$ cat config.mk
export PLATFORM = sky130hd
export DESIGN_NAME = store_buffer
export DESIGN_NICKNAME = d
export VERILOG_FILES = /design/src/rtl/mem_pkg.sv /design/src/rtl/store_fifo.sv /design/src/rtl/store_buffer.sv
export SDC_FILE = /design/constraint.sdc
export NUM_CORES = 1
export LEC_CHECK = 0
export ABC_AREA = 1
export BUFFER_PORTS_ARGS = -buffer_cell sky130_fd_sc_hd__buf_2
export CELL_PAD_IN_SITES_DETAIL_PLACEMENT = 1
export CELL_PAD_IN_SITES_GLOBAL_PLACEMENT = 2
export CORE_ASPECT_RATIO = 1.25
export CORE_MARGIN = 5
export CORE_UTILIZATION = 40
export DETAILED_ROUTE_END_ITERATION = 10
export GPL_ROUTABILITY_DRIVEN = 0
export PLACE_DENSITY_LB_ADDON = 0.1
export SLEW_MARGIN = 20
export SYNTH_ARGS = -nofsm -noshare
export SYNTH_HDL_FRONTEND = slang
export SYNTH_HIERARCHICAL = 1
export SYNTH_SLANG_ARGS = --single-unit
$ cat constraint.sdc
create_clock -name clk -period 5.47 [get_ports clk]
set_input_delay 0.8205 -clock clk [delete_from_list [all_inputs] [get_ports clk]]
set_output_delay 0.8205 -clock clk [all_outputs]
set_load 0.02 [all_outputs]
$ cat src/rtl/mem_pkg.sv
// Shared types and constants for the store buffer and its FIFO.
package mem_pkg;

   // Cache-request sequencer states
   typedef enum logic [1:0] {
      ST_IDLE  = 2'd0,
      ST_ISSUE = 2'd1,
      ST_BUSY  = 2'd2,
      ST_DONE  = 2'd3
   } state_t;

   // Access-size encodings carried in mask[2:0]; mask[3] selects sign extension
   localparam logic [2:0]  MASK_BYTE = 3'b001;
   localparam logic [2:0]  MASK_HALF = 3'b011;
   localparam logic [2:0]  MASK_WORD = 3'b111;

   // Memory-mapped LED register; stores to it take the normal queued path
   localparam logic [31:0] LED_ADDR  = 32'h0000_2000;

   // One queued store
   typedef struct packed {
      logic [31:0] addr;
      logic [31:0] wdata;
      logic [3:0]  mask;
   } entry_t;

endpackage

$ cat src/rtl/store_fifo.sv
// Circular store queue with a parallel word-address match across all valid entries.
module store_fifo
   import mem_pkg::*;
#(
   parameter  int DEPTH = 4,
   localparam int PW    = $clog2(DEPTH)
) (
   input  logic          clk,
   input  logic          rst,
   input  logic          push,
   input  entry_t        push_entry,
   input  logic          pop,
   output entry_t        head,
   output logic          full,
   output logic          empty,
   output logic [PW:0]   count,
   input  logic [29:0]   match_word,
   output logic          match
);

   entry_t          slots [DEPTH];
   logic [PW-1:0]   head_ptr;
   logic [PW-1:0]   tail_ptr;
   logic [DEPTH-1:0] hit;

   // Pointer and occupancy bookkeeping; push and pop in one cycle leave count unchanged
   always_ff @(posedge clk or posedge rst) begin
      if (rst) begin
         head_ptr <= '0;
         tail_ptr <= '0;
         count    <= '0;
      end else begin
         if (push) tail_ptr <= tail_ptr + PW'(1);
         if (pop)  head_ptr <= head_ptr + PW'(1);
         case ({push, pop})
            2'b10:   count <= count + (PW+1)'(1);
            2'b01:   count <= count - (PW+1)'(1);
            default: count <= count;
         endcase
      end
   end

   // Entry storage needs no reset: occupancy alone decides which slots are live
   always_ff @(posedge clk) begin
      if (push) slots[tail_ptr] <= push_entry;
   end

   // A slot is live when its distance from head is below count; the in-flight head stays live until popped
   for (genvar i = 0; i < DEPTH; i++) begin : g_match
      logic [PW-1:0] offs;
      assign offs   = PW'(i) - head_ptr;
      assign hit[i] = ({1'b0, offs} < count) && (slots[i].addr[31:2] == match_word);
   end

   assign match = |hit;
   assign head  = slots[head_ptr];
   assign full  = (count == (PW+1)'(DEPTH));
   assign empty = (count == '0);

endmodule

$ cat src/rtl/store_buffer.sv
// Posted-write buffer: queues stores, sends loads ahead of non-matching stores, one cache op at a time.
module store_buffer
   import mem_pkg::*;
#(
   parameter int DEPTH = 4
) (
   input  logic        clk,
   input  logic        rst,
   input  logic        req_read,
   input  logic        req_write,
   input  logic [31:0] req_addr,
   input  logic [31:0] req_wdata,
   input  logic [3:0]  req_mask,
   output logic        req_stall,
   output logic        rsp_valid,
   output logic [31:0] rsp_rdata,
   output logic        c_memread,
   output logic        c_memwrite,
   output logic [31:0] c_addr,
   output logic [31:0] c_wdata,
   output logic [3:0]  c_mask,
   input  logic        c_stall,
   input  logic [31:0] c_rdata
);

   state_t                   state;
   state_t                   state_next;
   logic                     op_load;
   entry_t                   head;
   entry_t                   push_entry;
   logic                     full;
   logic                     empty;
   logic [$clog2(DEPTH):0]   count;
   logic                     conflict;
   logic                     push;
   logic                     pop;
   logic                     load_go;
   logic                     drain_go;
   logic                     rsp_next;

   assign push_entry = '{addr: req_addr, wdata: req_wdata, mask: req_mask};

   store_fifo #(.DEPTH(DEPTH)) u_fifo (
      .clk        (clk),
      .rst        (rst),
      .push       (push),
      .push_entry (push_entry),
      .pop        (pop),
      .head       (head),
      .full       (full),
      .empty      (empty),
      .count      (count),
      .match_word (req_addr[31:2]),
      .match      (conflict)
   );

   // Handshake decisions: a matching load lets the queue drain first; a freed slot admits a store in the same cycle
   always_comb begin
      load_go   = (state == ST_IDLE) && !c_stall && req_read && !conflict;
      drain_go  = (state == ST_IDLE) && !c_stall && !load_go && !empty;
      pop       = (state == ST_BUSY) && !c_stall && !op_load;
      push      = req_write && (!full || pop);
      req_stall = (req_read && (state != ST_DONE)) || (req_write && full && !pop);
   end

   // State register plus registered cache strobes, payload and load response
   always_ff @(posedge clk or posedge rst) begin
      if (rst) begin
         state      <= ST_IDLE;
         op_load    <= 1'b0;
         c_memread  <= 1'b0;
         c_memwrite <= 1'b0;
         c_addr     <= '0;
         c_wdata    <= '0;
         c_mask     <= '0;
         rsp_valid  <= 1'b0;
         rsp_rdata  <= '0;
      end else begin
         state      <= state_next;
         c_memread  <= load_go;
         c_memwrite <= drain_go;
         rsp_valid  <= rsp_next;
         if (load_go) begin
            op_load <= 1'b1;
            c_addr  <= req_addr;
            c_wdata <= req_wdata;
            c_mask  <= req_mask;
         end else if (drain_go) begin
            op_load <= 1'b0;
            c_addr  <= head.addr;
            c_wdata <= head.wdata;
            c_mask  <= head.mask;
         end
         if (rsp_next) rsp_rdata <= c_rdata;
      end
   end

   // Next-state: IDLE waits for an idle cache so an op accepted before reset is never overlapped
   always_comb begin
      state_next = state;
      case (state)
         ST_IDLE:  if (load_go || drain_go) state_next = ST_ISSUE;
         ST_ISSUE: state_next = ST_BUSY;
         ST_BUSY:  if (!c_stall) state_next = op_load ? ST_DONE : ST_IDLE;
         ST_DONE:  state_next = ST_IDLE;
         default:  state_next = ST_IDLE;
      endcase
   end

   // Output decode: load data is captured as the cache releases, and presented in DONE
   always_comb begin
      rsp_next = (state == ST_BUSY) && !c_stall && op_load;
   end

endmodule

==> results of run 1 <==
-- cells in the mapped netlist (2+ instances only) --
master    number
clkbuf_1      41
xor2_1        19
nand2_1      527
o221ai_1      13
or2_2          3
nand4_1       68
buf_6          3
nand2_2        2
nor2_1        64
edfxtp_1     272
nand3_1      229
o21ai_1        2
or2_0          3
dfrtp_1      113
buf_2         40
nor3_1         6
nor2_2         2
o211ai_1      13
buf_4          5
inv_1        245
o21ai_0       23
xnor2_1       29
clkbuf_2       3
a22oi_1       68
a21oi_1        7
nor2_4         3
inv_2          6
ha_1           9
-- critical path, cell delays in order (launching register included) --
cell and delay (ps):
dfrtp_4 750, buf_4 790, ha_1 280, o21ai_0 90, nand3_1 120, nor2_1 60, nor2_1 100, nand2_1 110
nor2_4 150, buf_4 240, buf_4 720, nand4_1 200, nand3_1 190, nand2_1 70
-- metal layers --
layer  track usage, %  wire, um  up-vias
li1                 -         -     6429
met1             29.7     24100     6970
met2             42.1     29600      291
met3             3.15      2280       68
met4             5.63      1180        6
met5                0        52        -
-- state kept, by name, indices dropped and copies added, names as in the netlist --
register	flops
rsp_valid	1
c_addr	32
op_load	1
u_fifo/tail_ptr	2
c_memwrite	1
c_wdata	32
u_fifo/slots	272
c_mask	4
u_fifo/head_ptr	2
c_memread	1
state	2
u_fifo/count	3
rsp_rdata	32
-- cell type report --
type	instances	share of cell area [%]
flip-flops and latches	385	53.0
multi-input cells	1094	26.0
repair buffers	231	6.15
clock buffers	57	5.48
inverters	252	4.59
well taps	572	3.45
clock inverters	18	1.30
-- metrics by stage --
stage          setup WS, ps  cell area, um^2  cells  utilization [%]  total power [uW]
3_3_place_gp           1550            19400   2534             44.0              8610
5_1_grt                1240            20800   2609             47.2             12200
4_1_cts                1440            20800   2609             47.2             11700
6_report               1450            20800   2609             47.2             11500
3_5_place_dp           1510            19400   2534             44.0              8700
2_1_floorplan          1860            17800   1824                -              7100
-- logic make-up (layout without fill, tap and decap cells) --
kind of cell / count (synthesis) / in the layout
buffers and inverters: 345 / 558
xor gates and xnor gates: 48 / 48
and+or+nand+nor: 907 / 907
DFF: 385 / 385
adders and majority gates: 10 / 10
AOI/OAI and AO/OA: 129 / 129
-- worst max path at each step --
stage,slack [ps],start,to
final,1450,u_fifo/head_ptr[1],c_wdata[2]
after global routing,1240,u_fifo/head_ptr[1],c_wdata[2]
after CTS,1440,u_fifo/head_ptr[1],c_wdata[2]
after detailed placement,1510,u_fifo/head_ptr[1],c_addr[25]
after global placement,1550,u_fifo/head_ptr[1],c_addr[24]
after floorplan,1860,rst,c_addr[0]
-- where the power goes --
group          switching, uW  internal [uW]
sequential               456           3970
clock                   1150           1790
combinational           2940           1230
total                   4550           6990
==> flow_summary.toml, run 1 <==
[worst_setup_path]
crit_path_start_kind = "flip-flop"
path_max_fanout = 66
critPathCaptureType = "flip-flop"
reg2reg_setup_slack_ps = 1450
rr_worst_depth = 13
crit-reg2reg-launch = "u_fifo/head_ptr[1]"
crit_type = "flip-flop to flip-flop"
required_ps = 5890
r2r_end = "c_wdata[2]"
cp.arrival_ps = 4440

[finish]
nets = 2120
most-common-layout-cells = "527 x nand2_1, 272 x edfxtp_1, 240 x inv_1"
fill_cells = 5014
multi_input_area_um2 = 5410
syn2layout_area_growth_pct = 16.9
layout-drive-gt1-share_pct = 15.5
n_antenna_cell = 0
mostFrequentLayoutCell = "nand2_1"
seqCellArea_um2 = 11000

[cts]
root_buffer = "clkbuf_16"
clk_pin_slew_worst_paths_ps = 60
cts_tree = "yes"
clock_path_buffers = 3
cts_buffers = 41
post_cts_buffers = 0
post_cts_resized = 0
worstSkewPairLatency_ps = 540
htree_num_levels = 2
cts_hold_repair.buffers = 0
clock-sinks = 385

[die]
core-area_um2 = 44000
num_io_pins = 209
initial_core_util_pct = 40.4
dieArea_um2 = 48800
rows = 86
die_w_um = 199
die_height_um = 246

[timing]
fmax_ghz = 0.249
tightest_slew_ps = 1070
fin_skew_ps = 15.3
setup_viol = 0
grt_setup_unrepaired = "false"
fin_crit_ps = 4020
finalMaxSlewViolations = 0
setup_tns_ps = 0
period_share_pct = 73.5
hold_viol = 0
relSlewSlack_pct = 28.9
whs_ps = 304

[drt]
drc_errors = 0
drtPass1Iterations = 7
routed_via_density = 5.28
wirelength_mm = 57.3
num_vias = 13800
dr.first_iter.drc_count = 706
drt-wirelength-per-cell_um = 21.9
ant_nets = 0

[job]
cap_violations = 0

[yosys]
synthSimpleGateAreaFrac_pct = 22.0
synth.cell_area_um2 = 17800
ys_seq_area_share_pct = 61.9
synthArstFlopShare_pct = 29.4
synth_compound_area_share_pct = 5.11
synth_nets = 1939
yosys_warnings = 6
ys_types = 34
ys_seq_elements = 385
yosysTopAreaCell = "edfxtp_1"
synthMuxAreaShare_pct = 0
syn_area_per_cell_um2 = 9.74
synth_cells = 1824
synth-xor-area-share_pct = 2.37
ys_top_cells_by_area = "edfxtp_1 46%, dfrtp_1 16%, nand2_1 11%"
synth-main-ff-cell = "edfxtp_1"
synth_edf_count = 272
yosys.area_share.adder_pct = 0.746
synth_top_family_by_area = "simple AND/OR/NAND/NOR gates"
synth_top_area_share_pct = 46.0

[power_and_ir_drop]
p_per_area_nw_per_um2 = 556
ir_drop_mv = 0.295
p_leak_uw = 0.00951

[grt]
grt_max_degree = 72
grt_overflow = 0
grt_usage_pct = 23.4
grt_pass1_vias = 14800
grt_pass1_wl_mm = 87.9
antenna_found_initial = 3

[placement]
hpwlAfterDp_mm = 35.4
port_buffers = 208

[worst_hold_path]
hold_class = "input port to asynchronous set/reset pin"

[outcome]
outcome = "finished clean"
No activity file was read; power rests on OpenSTA's default activity.
==> run 2: changes to the inputs <==
- CORE_UTILIZATION: 40 -> 34
- clock period: 5.47 -> 3.6 ns (I/O delays scaled with it)
==> run 2 against run 1 <==
- combinational power rose by 57%
- critical path depth stayed put
- hold slack worse by 140 ps
- register-to-register slack got worse by 950 ps
- power is 51% higher
- cell area increased by 1.1%
- wire length is 2.2% higher
- sequential cell count unchanged
- first-iteration DRC count increased by 6.9%
- worst setup slack got worse by 950 ps
==> flow_summary.toml, run 2 (synthesized netlist as in run 1, its figures left out) <==
[cts]
cts_tree = "yes"
clock-sinks = 385
clock_path_buffers = 3
worstSkewPairLatency_ps = 560
htree_num_levels = 2
root_buffer = "clkbuf_16"
cts_buffers = 42
post_cts_buffers = 0
clk_pin_slew_worst_paths_ps = 60

[worst_setup_path]
path_max_fanout = 67
cp.arrival_ps = 3600
reg2reg_setup_slack_ps = 500
crit_type = "flip-flop to flip-flop"
critPathCaptureType = "flip-flop"
required_ps = 4100
crit_path_start_kind = "flip-flop"

[finish]
finalNonFillerCells = 2724
regMostFlops = "u_fifo/slots"
fill_cells = 5894
nets = 2139
syn2layout_area_growth_pct = 18.1
fin_area_um2 = 21000
largest_reg_flops = 272
layout-drive-gt1-share_pct = 16.1
most-common-layout-cells = "527 x nand2_1, 272 x edfxtp_1, 240 x inv_1"
mostFrequentLayoutCell = "nand2_1"

[grt]
antenna_found_initial = 4
grt_max_degree = 72
grt_pass1_vias = 14700
grt_pass1_wl_mm = 89.4
grt_usage_pct = 20.1
grt_overflow = 0

[timing]
setup_tns_ps = 0
tightest_slew_ps = 1050
setup_viol = 0
period_share_pct = 86.2
relSlewSlack_pct = 30.0
hold_viol = 0
fin_crit_ps = 3100
grt_setup_unrepaired = "false"
finalMaxSlewViolations = 0
fmax_ghz = 0.322
fin_skew_ps = 11.8

[worst_hold_path]
hold_class = "input port to flip-flop"

[power_and_ir_drop]
ir_drop_mv = 0.482
p_per_area_nw_per_um2 = 828
p_leak_uw = 0.00958

[die]
initial_core_util_pct = 34.4
rows = 93
num_io_pins = 209
die_w_um = 214
die_height_um = 266
core-area_um2 = 51700
dieArea_um2 = 57000

[drt]
wl_met1_mm = 25.1
num_vias = 13700
wirelength_mm = 58.5
dr.first_iter.drc_count = 755
drtPass1Iterations = 5
drt-wirelength-per-cell_um = 21.5
ant_nets = 0
maxUsedRoutingLayer = "met5"
routed_via_density = 5.02
drc_errors = 0
met3_length_mm = 2.02
wl_met2_mm = 30.1

[outcome]
outcome = "finished clean"

[job]
cap_violations = 0

[placement]
port_buffers = 208
dpl.cell_count = 2644
hpwlAfterDp_mm = 37.8
dpl_cell_area_um2 = 19700
[run 2: path summary, 6_finish.rpt]
check / startpoint / end / cells after the start
worst min register to register: rsp_rdata[26] / rsp_rdata[26] / 2
min in group asynchronous: rst / u_fifo/head_ptr[1] / 3
worst max register to register: u_fifo/head_ptr[1] / c_addr[12] / 13
worst min-delay path: c_rdata[14] / rsp_rdata[14] / 3
worst max-delay path: u_fifo/head_ptr[1] / c_addr[12] / 13
max in group asynchronous: rst / rsp_rdata[7] / 4
[run 2: report_power, final]
| part | total [uW] | switching (uW) | internal, uW | leakage (uW) |
|---|---|---|---|---|
| registers | 6620 | 582 | 6040 | 0.00390 |
| logic | 6560 | 4580 | 1980 | 0.00504 |
| clock network | 4200 | 1810 | 2390 | 0.000638 |
[run 2: final cells by class]
class | count | area, um^2 | share of cell area [%]
antenna | 2 | 5.00 | 0.0238
clock buffer | 58 | 1150 | 5.49
clock inverter | 19 | 160 | 0.763
inverter | 252 | 953 | 4.54
multi-input combinational | 1094 | 5410 | 25.8
sequential | 385 | 11000 | 52.4
tap | 665 | 832 | 3.96
timing repair buffer | 249 | 1480 | 7.03
[run 2: critical path: stages, from the launching register on]
cell	delay (ps)
dfrtp_4	440
buf_4	670
ha_1	270
o21ai_0	130
nand3_1	110
nor2_1	50
nor2_1	80
nand2_1	100
nor2_4	210
nand3_4	320
buf_12	320
nand2_1	90
nand3_1	70
nand2_1	70
[run 2: metal layers]
| layer | GRT usage (%) | up-vias |
|---|---|---|
| met4 | 5.02 | 4 |
| met5 | 0 | - |
| li1 | - | 6474 |
| met1 | 25.4 | 6888 |
| met3 | 3.18 | 71 |
| met2 | 36.2 | 225 |
[run 2: repair_timing]
item                                   in CTS  in global routing
hold buffers                                1                  0
endpoints found under the hold margin       7                  0
gates resized for setup                     0                  0
[run 2: through the flow]
stage               hold WS (ps)  util, %  setup WS (ps)  total power (uW)
global placement             457     38.1            575             13300
finish                       167     40.6            497             17400
detailed placement           460     38.1            518             13400
CTS                          131     40.6            502             17700
floorplan                    343        -            271             10800
global route                 147     40.6            214             18500
==> run 3: changes to the inputs <==
- CORE_UTILIZATION: 34 -> 35
- CTS_CLUSTER_SIZE: unset -> 10
- SYNTH_HIERARCHICAL: 1 -> unset
==> run 3 against run 2 <==
- register-to-register slack improved by 220 ps
- sequential share of layout area increased by 3.1 points
- area after synthesis shrank 5.8%
- cell count fell by 14%
- global-route usage fell by 0.87 points
- combinational power is 16% lower
- wire length fell by 14%
- largest power group unchanged
- critical path depth rose by 2
- worst setup slack improved by 220 ps
- clock power grew 4%
- via count decreased by 13%
==> flow_summary.toml, run 3 <==
[yosys]
syn_area_per_cell_um2 = 11.2
synth-main-ff-cell = "edfxtp_1"
yosys.area_share.adder_pct = 0.792
ys_types = 34
synth-xor-area-share_pct = 5.18
synth_top_family_by_area = "simple AND/OR/NAND/NOR gates"
yosysMostFrequentCell = "nand2_1"
yosys_warnings = 0
synth_nets = 1612
synth_top_area_share_pct = 48.8
synthSimpleGateAreaFrac_pct = 18.7
synth_compound_area_share_pct = 4.80
ys_seq_elements = 385
ys_seq_area_share_pct = 65.7
synthArstFlopShare_pct = 29.4
synth_cells = 1497
ys_top_cells_by_area = "edfxtp_1 49%, dfrtp_1 17%, nand3_1 9.1%"
synth_edf_count = 272
netlist_top_cells_count = "327 x nand2_1, 305 x nand3_1, 272 x edfxtp_1"
synthMuxAreaShare_pct = 0
synth.cell_area_um2 = 16700
yosysTopAreaCell = "edfxtp_1"

[cts]
post_cts_buffers = 0
clk_pin_slew_worst_paths_ps = 60
clock-sinks = 385
cts_hold_repair.buffers = 0
post_cts_resized = 0
cts_tree = "yes"
root_buffer = "clkbuf_16"
htree_num_levels = 2
clock_path_buffers = 3
cts_buffers = 46
worstSkewPairLatency_ps = 580

[finish]
fin_area_um2 = 19800
most-common-layout-cells = "327 x nand2_1, 305 x nand3_1, 272 x edfxtp_1"
largest_reg_flops = 272
nets = 1788
fill_cells = 5215
syn2layout_area_growth_pct = 18.3
mostFrequentLayoutCell = "nand2_1"
layout-drive-gt1-share_pct = 17.9
finalNonFillerCells = 2349
regMostFlops = "u_fifo.slots"

[drt]
routed_via_density = 5.05
wirelength_mm = 50.5
drt-wirelength-per-cell_um = 21.5
num_vias = 11900
drc_errors = 0
drtPass1Iterations = 4
ant_nets = 0
dr.first_iter.drc_count = 508

[outcome]
outcome = "finished clean"

[grt]
grt_pass1_wl_mm = 77.3
grt_overflow = 0
grt_max_degree = 76
antenna_found_initial = 5
grt_pass1_vias = 12700
grt_usage_pct = 19.2

[job]
cap_violations = 0

[die]
die_height_um = 254
dieArea_um2 = 52300
core-area_um2 = 47300
num_io_pins = 209
rows = 89
initial_core_util_pct = 35.4
die_w_um = 206

[placement]
dpl.cell_count = 2262
dpl_cell_area_um2 = 18400
port_buffers = 208
hpwlAfterDp_mm = 29.9

[timing]
hold_viol = 0
fin_skew_ps = 12.8
setup_viol = 0
whs_ps = 106
grt_setup_unrepaired = "false"
relSlewSlack_pct = 37.6
period_share_pct = 80.0
tightest_slew_ps = 936
fin_crit_ps = 2880
fmax_ghz = 0.347
finalMaxSlewViolations = 0

[worst_setup_path]
required_ps = 4050
path_max_fanout = 60
setup.worst_path.start = "u_fifo.head_ptr[0]"
crit_path_start_kind = "flip-flop"
cp.arrival_ps = 3330
r2r_end = "c_wdata[15]"
critPathCaptureType = "flip-flop"
rr_worst_depth = 15
crit_type = "flip-flop to flip-flop"
crit-reg2reg-launch = "u_fifo.head_ptr[0]"
reg2reg_setup_slack_ps = 720

[power_and_ir_drop]
p_leak_uw = 0.00806
p_per_area_nw_per_um2 = 834
ir_drop_mv = 0.324

[worst_hold_path]
hold_class = "input port to asynchronous set/reset pin"
run 3: final cells by class:
| class | instances | area (um^2) | area share [%] |
|---|---|---|---|
| antenna | 1 | 2.50 | 0.0126 |
| clock buffer | 82 | 1350 | 6.80 |
| clock inverter | 4 | 41.3 | 0.208 |
| inverter | 68 | 262 | 1.32 |
| multi-input combinational | 940 | 4990 | 25.2 |
| sequential | 385 | 11000 | 55.5 |
| tap | 637 | 797 | 4.02 |
| timing repair buffer | 232 | 1370 | 6.92 |
run 3: logic make-up after synthesis:
family                   after synthesis
AO/OA/AOI/OAI                        111
flip-flops                           385
buffers and inverters                172
XOR/XNOR                              99
adder cells (fa/ha/maj)               10
AND/OR/NAND/NOR                      720
run 3: metrics by stage:
stage                     total power [uW]  setup TNS (ps)  utilization (%)  setup WS [ps]
after floorplan                      10100         -275790                -          -1010
after global placement               12300               0             38.9            776
after detailed placement             12400               0             38.9            742
after CTS                            16800               0             41.8            703
after global routing                 17600               0             41.8            398
final                                16500               0             41.9            721
run 3: worst max-delay path: stages, from the launching register on:
cell and delay (ps):
dfrtp_1 490, nand2_1 150, inv_2 40, nor2_1 170, inv_1 80, ha_1 280, a21boi_1 120, o21ai_0 180
nand4_1 150, nor2_2 170, nor2_4 60, nand2_4 190, buf_12 290, inv_2 160, nand2_1 90, nand3_1 70
run 3: routing by layer:
| layer | share of wire (%) | wire length [um] | global-route usage [%] |
|---|---|---|---|
| met5 | 0.12 | 61 | 0 |
| met1 | 43 | 21900 | 25.2 |
| met4 | 1.9 | 957 | 4.38 |
| met2 | 50 | 25400 | 33.4 |
| met3 | 4.3 | 2160 | 3.42 |
run 3: worst max path at each step:
stage / cells past startpoint / endpoint / slack (ps)
2_1_floorplan: 5 / u_fifo.slots[0][0] / -1010
3_3_place_gp: 8 / u_fifo.slots[0][37] / 780
4_1_cts: 15 / c_wdata[15] / 700
3_5_place_dp: 15 / c_wdata[15] / 740
6_report: 15 / c_wdata[15] / 720
5_1_grt: 13 / c_wdata[2] / 400
run 3: report_power, final:
group / switching (uW) / total [uW] / internal, uW
sequential: 589 / 6620 / 6030
clock: 1850 / 4380 / 2530
combinational: 3800 / 5520 / 1730
